===== config.mk =====
export PLATFORM = sky130hd
export DESIGN_NAME = display_scanout_flat
export DESIGN_NICKNAME = d
export VERILOG_FILES = /design/src/rtl/display_scanout_if.sv /design/src/rtl/display_scanout.sv /design/src/flat_wrapper.sv
export SDC_FILE = /design/constraint.sdc
export NUM_CORES = 1
export LEC_CHECK = 0
export CORE_MARGIN = 3
export CORE_UTILIZATION = 25
export DETAILED_ROUTE_END_ITERATION = 12
export SLEW_MARGIN = 0
export SYNTH_ARGS = -nofsm -noshare
export SYNTH_HDL_FRONTEND = slang
export SYNTH_SLANG_ARGS = --single-unit

===== constraint.sdc =====
create_clock -name clk -period 4 [get_ports clk]
set_input_delay 0.6 -clock clk [delete_from_list [all_inputs] [get_ports clk]]
set_output_delay 0.6 -clock clk [all_outputs]
set_load 0.01 [all_outputs]

===== src/rtl/display_scanout_if.sv =====
// Frame-buffer read port between the scan-out engine (master) and the pixel memory (slave).
interface display_scanout_if #(
    parameter int ADDR_W = 16,
    parameter int PIX_W  = 8
);
    logic              FrameRd;
    logic [ADDR_W-1:0] FrameRAddr;
    logic [PIX_W-1:0]  FrameDataIn;

    modport master (output FrameRd, output FrameRAddr, input FrameDataIn);
    modport slave  (input FrameRd, input FrameRAddr, output FrameDataIn);
endinterface


===== src/rtl/display_scanout.sv =====
// Raster scan-out engine: walks active/blank timing, reads the frame buffer and emits pixels.
// FrameDataIn is captured on the edge that closes the FrameRd cycle, so pixels trail reads by one cycle.
module display_scanout #(
    parameter int ADDR_W = 16,
    parameter int PIX_W  = 8
) (
    input  logic                 clk,
    input  logic                 reset,
    input  logic                 CSDisplay,
    input  logic [9:0]           HBOut_PD,
    input  logic [9:0]           VBOut_PD,
    input  logic [9:0]           AIPOut_PD,
    input  logic [9:0]           AILOut_PD,
    display_scanout_if.master    fb,
    output logic [PIX_W-1:0]     PixelOut,
    output logic                 PixelValid,
    output logic                 HBlank,
    output logic                 VBlank,
    output logic                 LineStart,
    output logic                 FrameDone
);
    typedef enum logic [1:0] {
        IDLE   = 2'd0,
        ACTIVE = 2'd1,
        HBLANK = 2'd2,
        VBLANK = 2'd3
    } state_t;

    state_t            state_r, state_s;
    logic [9:0]        aip_r, ail_r, hb_r, vb_r;
    logic [9:0]        pix_cnt_r, line_cnt_r;
    logic [19:0]       vb_cyc_r;
    logic [19:0]       line_len_s;
    logic [ADDR_W-1:0] addr_r;
    logic [PIX_W-1:0]  pixel_r;
    logic              pixel_valid_r;
    logic              start_s, line_end_s, last_line_s, frame_end_s, vb_line_end_s;

    // Next-state decode; line and frame completion are resolved after the per-state decode.
    always_comb begin
        state_s       = state_r;
        start_s       = 1'b0;
        line_end_s    = 1'b0;
        frame_end_s   = 1'b0;
        vb_line_end_s = 1'b0;
        line_len_s    = {10'd0, aip_r} + {10'd0, hb_r};
        last_line_s   = (line_cnt_r == ail_r - 10'd1);
        case (state_r)
            IDLE: begin
                if (CSDisplay && (AIPOut_PD != 10'd0) && (AILOut_PD != 10'd0)) begin
                    start_s = 1'b1;
                    state_s = ACTIVE;
                end else begin
                    state_s = IDLE;
                end
            end
            ACTIVE: begin
                if (pix_cnt_r == aip_r - 10'd1) begin
                    if (hb_r != 10'd0) begin
                        state_s = HBLANK;
                    end else begin
                        line_end_s = 1'b1;
                    end
                end else begin
                    state_s = ACTIVE;
                end
            end
            HBLANK: begin
                if (pix_cnt_r == hb_r - 10'd1) begin
                    line_end_s = 1'b1;
                end else begin
                    state_s = HBLANK;
                end
            end
            VBLANK: begin
                // Vertical blank is counted as VB blank lines of (AIP+HB) cycles each.
                if (vb_cyc_r == line_len_s - 20'd1) begin
                    vb_line_end_s = 1'b1;
                    if (line_cnt_r == vb_r - 10'd1) begin
                        frame_end_s = 1'b1;
                    end else begin
                        state_s = VBLANK;
                    end
                end else begin
                    state_s = VBLANK;
                end
            end
            default: begin
                state_s = IDLE;
            end
        endcase
        if (line_end_s) begin
            if (!last_line_s) begin
                state_s = ACTIVE;
            end else if (vb_r != 10'd0) begin
                state_s = VBLANK;
            end else begin
                frame_end_s = 1'b1;
            end
        end else begin
            state_s = state_s;
        end
        if (frame_end_s) begin
            state_s = CSDisplay ? ACTIVE : IDLE;
        end else begin
            state_s = state_s;
        end
    end

    // State, timing latches, counters, read address and pixel register.
    always_ff @(posedge clk) begin
        if (reset) begin
            state_r       <= IDLE;
            aip_r         <= 10'd0;
            ail_r         <= 10'd0;
            hb_r          <= 10'd0;
            vb_r          <= 10'd0;
            pix_cnt_r     <= 10'd0;
            line_cnt_r    <= 10'd0;
            vb_cyc_r      <= 20'd0;
            addr_r        <= '0;
            pixel_r       <= '0;
            pixel_valid_r <= 1'b0;
        end else begin
            state_r <= state_s;
            if (start_s) begin
                aip_r <= AIPOut_PD;
                ail_r <= AILOut_PD;
                hb_r  <= HBOut_PD;
                vb_r  <= VBOut_PD;
            end
            if ((state_s != state_r) || line_end_s || frame_end_s ||
                (state_r == IDLE) || (state_r == VBLANK)) begin
                pix_cnt_r <= 10'd0;
            end else begin
                pix_cnt_r <= pix_cnt_r + 10'd1;
            end
            // line_cnt counts active lines, then is reused to count vertical blank lines.
            if (start_s || frame_end_s || (line_end_s && last_line_s)) begin
                line_cnt_r <= 10'd0;
            end else if (line_end_s || vb_line_end_s) begin
                line_cnt_r <= line_cnt_r + 10'd1;
            end
            if ((state_r == VBLANK) && !vb_line_end_s) begin
                vb_cyc_r <= vb_cyc_r + 20'd1;
            end else begin
                vb_cyc_r <= 20'd0;
            end
            if (start_s || frame_end_s) begin
                addr_r <= '0;
            end else if (state_r == ACTIVE) begin
                addr_r <= addr_r + {{(ADDR_W-1){1'b0}}, 1'b1};
            end
            pixel_valid_r <= (state_r == ACTIVE);
            if (state_r == ACTIVE) begin
                pixel_r <= fb.FrameDataIn;
            end
        end
    end

    assign fb.FrameRd    = (state_r == ACTIVE);
    assign fb.FrameRAddr = addr_r;
    assign LineStart     = (state_r == ACTIVE) && (pix_cnt_r == 10'd0);
    assign HBlank        = (state_r == HBLANK);
    assign VBlank        = (state_r == VBLANK);
    assign FrameDone     = frame_end_s;
    assign PixelOut      = pixel_r;
    assign PixelValid    = pixel_valid_r;
endmodule


===== src/flat_wrapper.sv =====
// flat-port wrapper written by rule: the top's interface ports become plain ports
module display_scanout_flat 
#(
    parameter int ADDR_W = 16,
    parameter int PIX_W  = 8
)
  (clk, reset, CSDisplay, HBOut_PD, VBOut_PD, AIPOut_PD, AILOut_PD, PixelOut, PixelValid, HBlank, VBlank, LineStart, FrameDone, fb_FrameRd, fb_FrameRAddr, fb_FrameDataIn);
  display_scanout_if #(.ADDR_W(ADDR_W), .PIX_W(PIX_W)) fb_i ();
  input  logic clk;
  input  logic reset;
  input  logic CSDisplay;
  input  logic [9:0] HBOut_PD;
  input  logic [9:0] VBOut_PD;
  input  logic [9:0] AIPOut_PD;
  input  logic [9:0] AILOut_PD;
  output logic [PIX_W-1:0] PixelOut;
  output logic PixelValid;
  output logic HBlank;
  output logic VBlank;
  output logic LineStart;
  output logic FrameDone;
  output wire logic [$bits(fb_i.FrameRd)-1:0] fb_FrameRd;
  output wire logic [$bits(fb_i.FrameRAddr)-1:0] fb_FrameRAddr;
  input wire logic [$bits(fb_i.FrameDataIn)-1:0] fb_FrameDataIn;
  assign fb_FrameRd = fb_i.FrameRd;
  assign fb_FrameRAddr = fb_i.FrameRAddr;
  assign fb_i.FrameDataIn = fb_FrameDataIn;
  display_scanout #(.ADDR_W(ADDR_W), .PIX_W(PIX_W)) u_core (.clk(clk), .reset(reset), .CSDisplay(CSDisplay), .HBOut_PD(HBOut_PD), .VBOut_PD(VBOut_PD), .AIPOut_PD(AIPOut_PD), .AILOut_PD(AILOut_PD), .fb(fb_i), .PixelOut(PixelOut), .PixelValid(PixelValid), .HBlank(HBlank), .VBlank(VBlank), .LineStart(LineStart), .FrameDone(FrameDone));
endmodule

==> results of run 1 <==
==> synth_stat cells, types with 4 or more instances <==
| cell type | number | share of area, % |
|---|---|---|
| nand3b_1 | 4 | 0.44 |
| or4_1 | 6 | 0.66 |
| o22ai_1 | 5 | 0.46 |
| and3_1 | 23 | 2.1 |
| mux2_2 | 8 | 1.3 |
| nand2_1 | 104 | 5.7 |
| or2_2 | 6 | 0.55 |
| mux2i_1 | 13 | 1.9 |
| xor2_1 | 53 | 6.8 |
| nor3_1 | 29 | 2.1 |
| buf_2 | 4 | 0.29 |
| a21oi_1 | 59 | 4.3 |
| or3_1 | 9 | 0.83 |
| nand3_1 | 30 | 2.2 |
| dfxtp_1 | 107 | 31 |
| and4_1 | 5 | 0.64 |
| a31oi_1 | 9 | 0.83 |
| xnor2_1 | 44 | 5.7 |
| o21ai_0 | 21 | 1.5 |
| nor4_1 | 17 | 1.6 |
| a211oi_1 | 8 | 0.88 |
| ha_1 | 27 | 5.0 |
| nand4_1 | 20 | 1.8 |
| o21a_1 | 4 | 0.44 |
| and2_1 | 6 | 0.55 |
| inv_1 | 30 | 1.7 |
| clkbuf_1 | 28 | 1.5 |
| a21o_1 | 6 | 0.66 |
| nor2_1 | 102 | 5.6 |
==> registers in the layout, summed over array words and instances (netlist names) <==
| signal | count |
|---|---|
| u_core.vb_cyc_r | 20 |
| u_core.fb.FrameRAddr | 16 |
| u_core.ail_r | 10 |
| u_core.aip_r | 10 |
| u_core.hb_r | 10 |
| u_core.line_cnt_r | 10 |
| u_core.pix_cnt_r | 10 |
| u_core.vb_r | 10 |
| u_core.PixelOut | 8 |
| u_core.state_r | 2 |
| u_core.PixelValid | 1 |
==> cell families after synthesis <==
kind of cell	after synthesis
xor gates and xnor gates	101
AOI/OAI and AO/OA	149
DFF	107
muxes	21
and+or+nand+nor	383
buffers and inverters	65
adders and majority gates	28
==> power by group <==
| part | total, W | leakage [nW] | switching (W) | internal (W) |
|---|---|---|---|---|
| Sequential | 0.00113 | 0.870 | 0.0000323 | 0.00110 |
| Clock | 0.000920 | 0.137 | 0.000419 | 0.000502 |
| Combinational | 0.000676 | 2.46 | 0.000349 | 0.000327 |
==> metrics by stage <==
step	setup TNS [ps]	utilization, %	hold slack [ps]
3_5_place_dp	-4194	31.63	466.0
4_1_cts	-134.5	33.49	476.2
2_1_floorplan	0	-	447.2
5_1_grt	-2385	34.21	497.3
3_3_place_gp	-1526	31.63	459.8
6_report	-217.3	34.21	472.0
==> cell type report <==
| class | count | area share (%) |
|---|---|---|
| tap | 335 | 4.636 |
| timing repair buffer | 148 | 14.85 |
| clock inverter | 5 | 0.6781 |
| inverter | 30 | 1.246 |
| sequential | 107 | 23.72 |
| clock buffer | 10 | 2.643 |
| multi-input combinational | 684 | 52.23 |
==> worst reg2reg max path, cell delays in order (launching register included) <==
cell,delay (ps)
dfxtp_2,360
ha_4,140
inv_2,30
fa_2,350
nand2b_4,180
a21oi_4,210
xor2_4,110
or3_4,350
buf_6,130
nor4_4,250
buf_4,190
buf_4,120
nand2_1,60
buf_4,150
a2111oi_4,440
a41oi_4,240
nor4_2,280
mux2_2,360
==> metal layers <==
metal / track usage (%) / wire length (um) / up-vias
li1: - / - / 3262
met1: 18.69 / 9418 / 3063
met2: 21.11 / 9151 / 128
met3: 2.195 / 811 / 14
met4: 2.764 / 164 / 0
met5: 0 / 0 / -
==> cell usage in the layout, fill, tap and decap left out, drive strengths merged, types with 7 or more instances in the layout <==
cell type      count
a21oi             61
nor2             102
or3               10
nand4             21
mux2i             13
a31oi              9
o21ai             23
nor3              31
dfxtp            107
and3              23
buf               70
clkdlybuf4s50     78
mux2               8
ha                27
a211oi            10
or4                7
clkbuf            10
xnor2             44
inv               31
nand2            104
or2                7
xor2              54
nor4              19
nand3             31
==> worst min-delay path by stage <==
stage / to / slack, ps / cells after the start
floorplan: u_core.vb_cyc_r[0] / 450 / 1
global placement: u_core.ail_r[9] / 460 / 2
detailed placement: u_core.ail_r[9] / 470 / 2
CTS: u_core.ail_r[9] / 480 / 2
global route: u_core.ail_r[9] / 500 / 2
finish: u_core.ail_r[9] / 470 / 2
==> repair_timing <==
item	4_1_cts	5_1_grt
hold endpoints to repair	0	0
pin swaps	17	25
setup endpoints to repair	37	37
cloned	2	0
buffers inserted	4	4
resized for setup	30	35
==> flow_metrics.tcl, run 1 <==
set metrics [dict create \
    core_um2 26430 \
    worst_slack_ps -99.57 \
    first_global_vias 5942 \
    clock_latency_ps 360 \
    synthArstFlopShare_pct 0 \
    die_h_um 171.1 \
    dr.first_iter.drc_count 425 \
    antenna_cells 0 \
    synth_compound_area_share_pct 14.48 \
    multi_input_area_um2 4722 \
    synthXorXnorAreaFrac_pct 13.69 \
    clk_pin_slew_ps 70 \
    cap_violations 0 \
    cts_made_buffers 9 \
    dp.cells 1295 \
    cts.sinks 107 \
    synthesis.area_um2 6818 \
    slew_headroom_pct 42.98 \
    final.fill_count 2761 \
    design_area_um2 9041 \
    cp.depth 14 \
    synth.avg_cell_area_um2 7.983 \
    cp_slowest_stage_delay_ps 500 \
    syn2layout_area_growth_pct 32.61 \
    rr_endpoint "u_core.line_cnt_r[9]" \
    synth_top_family_by_area "simple AND/OR/NAND/NOR gates" \
    rsz0062_at_grt "true" \
    hpwlAfterDp_mm 14.64 \
    critical_path_class "reg -> out" \
    total_power_w 0.002724 \
    preCtsSetupSlack_ps -376.0 \
    fin_worst_skew_ps 8.149 \
    ff2ff_setup_slack_ps -60 \
    r2r-start "u_core.hb_r[0]" \
    gp_congestion 0.8261 \
    critPathArrivalTime_ps 3500 \
    slew_violations 0 \
    synth_edf_count 0 \
    root_buffer "clkbuf_16" \
    vias 6467 \
    num-nets-final 1059 \
    finalHoldViolCount 0 \
    worstPathCellList "ha_4, inv_2, fa_2, nand2b_4, a21oi_4, xor2_4, or3_4, or4_4, a221oi_2, o2111ai_2, a211oi_2, a21oi_2, inv_1, buf_6" \
    die_area_um2 29290 \
    grt_max_degree 32 \
    grt_util_all_layers_pct 13.17 \
    period_minus_slack_ps 4100 \
    violations "setup timing" \
    reg2reg_depth 17 \
    wirelength_mm 19.55 \
    muxShareOfSynthArea_pct 3.230 \
    first_pass_iters 6 \
    layout-drive-gt1-share_pct 16.06 \
    synthesis.nets 933 \
    crit_family "simple AND/OR/NAND/NOR gates" \
    routedWlPerCell_um 14.82 \
    finalSetupViolCount 5 \
    status "finished with violations" \
    ys_seq_elements 107 \
    cp_max_fo 4 \
    portBuffers 80 \
    ys_seq_area_share_pct 31.42 \
    ctsHoldBuffers 0 \
    min_from "u_core.ail_r[9]" \
    critPathCaptureType "output port" \
    antenna_left 0 \
    p_leak_nw 3.465 \
    fin_crit_sh_pct 102.5 \
    netlist-cell-type-count 77 \
    clk_path_buf_depth 2 \
    grt_pass1_wl_mm 31.40 \
    synth_warnings 0 \
    p_per_area_nw_per_um2 301.3 \
    critPathLaunchType "register" \
    io_pins 81 \
    synth-simple-area-share_pct 28.17 \
    syn_inst 854 \
    synthAdderAreaFrac_pct 5.249 \
    cts_tree "built" \
    setup.worst_path.end "FrameDone" \
    crit_buf_inv 3 \
    via_per_inst 4.903 \
    crit_slowest_cell "or4_4" \
    rows 59 \
    tightestPinTransition_ps 851.3 \
    layout.cells.non_filler 1319 \
    register_area_um2 2145 \
    htreeDepth 3 \
    peakVddDrop_mv 0.1832 \
    floorplan.initialDensity_pct 25.80 \
    placed_area_um2 8359 \
    die_x_um 171.1 \
    overflow 0 \
    fmax_mhz 243.9 \
    hp-class "reg -> reg" \
    synthFlopType "dfxtp_1" \
    crit_required_ps 3400 \
    crit_start "u_core.hb_r[0]" \
    drc 0 \
    antenna_found_initial 0 \
]
No activity file was read; power rests on OpenSTA's default activity.
==> run 2, diff against run 1 <==
Settings changed: PLACE_DENSITY_LB_ADDON set to 0.05.
==> run 2 against run 1 <==
Compared with the run above:
- the flow still finishes with violations (setup timing)
- power grew 1.5%
- first-iteration DRC count fell by 24%
- flip-flop and latch count stayed put
- largest cell class unchanged
- largest power group unchanged
- highest routed layer unchanged
==> flow_metrics.tcl, run 2 (synthesis results as in run 1) <==
set metrics [dict create \
    status "finished with violations" \
    violations "setup timing" \
    final.fill_count 2789 \
    via_per_inst 4.778 \
    slew_headroom_pct 38.71 \
    finalSetupViolCount 19 \
    overflow 0 \
    layout_commonest_cell "dfxtp_1" \
    core_um2 26430 \
    floorplan.initialDensity_pct 25.80 \
    final_cell_mix "dfxtp_1, nand2_1, nor2_1" \
    num-nets-final 1092 \
    syn2layout_area_growth_pct 35.91 \
    setup_tns_ps -1528 \
    critical_path_class "reg -> out" \
    first_pass_iters 4 \
    layout.cells.non_filler 1353 \
    hp-class "reg -> reg" \
    p_leak_nw 3.629 \
    grt_util_all_layers_pct 15.46 \
    layout-drive-gt1-share_pct 18.96 \
    dp.cells 1325 \
    total_power_w 0.002764 \
    rsz0062_at_grt "true" \
    drc 0 \
    portBuffers 80 \
    antenna_cells 0 \
    finalHoldViolCount 0 \
    fin_worst_skew_ps 11.55 \
    worst_slack_ps -202.8 \
    antenna_left 0 \
    tightestPinTransition_ps 915.0 \
    die_area_um2 29290 \
    routedWlPerCell_um 16.39 \
    cts.sinks 107 \
    clk_pin_slew_ps 80 \
    cts_tree "built" \
    holdPathStages 2 \
    slew_violations 0 \
    p_per_area_nw_per_um2 298.3 \
    root_buffer "clkbuf_16" \
    reg2reg_depth 20 \
    peakVddDrop_mv 0.1577 \
    cts_made_buffers 9 \
    wirelength_mm 22.18 \
    critPathLaunchType "register" \
    htreeDepth 3 \
    clock_latency_ps 360 \
    critPathArrivalTime_ps 3600 \
    die_x_um 171.1 \
    crit_required_ps 3400 \
    cp_max_fo 4 \
    first_global_vias 6380 \
    largest_register_ffs 20 \
    period_minus_slack_ps 4203 \
    dr.first_iter.drc_count 324 \
    rows 59 \
    vias 6465 \
    fin_crit_sh_pct 105.1 \
    die_h_um 171.1 \
    io_pins 81 \
    grt_pass1_wl_mm 35.80 \
    cap_violations 0 \
    antenna_found_initial 0 \
    clk_path_buf_depth 2 \
    hpwlAfterDp_mm 16.77 \
    gp_congestion 0.7559 \
    critPathCaptureType "output port" \
    grt_max_degree 53 \
    largest_register "u_core.vb_cyc_r" \
    fmax_mhz 237.9 \
]
-- run 2: path summary, 6_finish.rpt --
path | startpoint | slack, ps | to
setup / recovery | u_core.hb_r[0] | -200 | FrameDone
hold / removal | u_core.ail_r[9] | 480 | u_core.ail_r[9]
setup reg to reg | u_core.hb_r[0] | -100 | u_core.line_cnt_r[7]
hold reg to reg | u_core.ail_r[9] | 480 | u_core.ail_r[9]
-- run 2: metal layers --
layer | GRT usage, % | up-vias | part of all wire (%)
li1 | - | 3334 | -
met4 | 2.869 | 0 | 0.61
met3 | 2.172 | 8 | 3.1
met2 | 24.77 | 80 | 46
met1 | 22.35 | 3043 | 50
met5 | 0 | - | 0
-- run 2: repair_timing --
item / CTS / global route
setup endpoints to repair: 38 / 58
cloned: 2 / 0
setup buffers: 8 / 4
gates resized for setup: 63 / 3
pin swaps: 33 / 4
hold buffers: 0 / 0
-- run 2: through the flow --
stage                     hold WS [ps]  instance area (um2)  worst slack [ps]  utilization, %
final                            475.2                 9266            -202.8           35.06
after global placement           462.4                 8584            -522.4           32.48
after global routing             494.9                 9266            -393.9           35.06
after detailed placement         464.1                 8584            -536.9           32.48
after floorplan                  447.2                 6818             62.15               -
after CTS                        475.8                 9226            -257.0           34.91
-- run 2: cell type report --
| cell class | count | area, um2 | share of cell area [%] |
|---|---|---|---|
| Multi-Input combinational cell | 684 | 4708 | 50.81 |
| Sequential cell | 107 | 2145 | 23.14 |
| Timing Repair Buffer | 181 | 1588 | 17.13 |
| Tap cell | 335 | 419.2 | 4.523 |
| Clock buffer | 10 | 239.0 | 2.579 |
| Inverter | 30 | 112.6 | 1.215 |
| Clock inverter | 6 | 55.05 | 0.5941 |
-- run 2: report_power, final --
part / internal (W) / switching, W
clock network: 0.000455 / 0.000473
registers: 0.00110 / 0.0000320
logic: 0.000346 / 0.000363
-- run 2: worst max-delay path, cell delays in order (launching register included) --
cell       delay [ps]
dfxtp_2           360
ha_4              140
inv_2              40
fa_2              360
nand2b_4          170
a21oi_4           170
xor2_2            120
or3_4             350
or4_4             500
a221oi_2          280
o2111ai_2         180
a211oi_4          290
a21oi_2            70
inv_1             100
buf_2             130
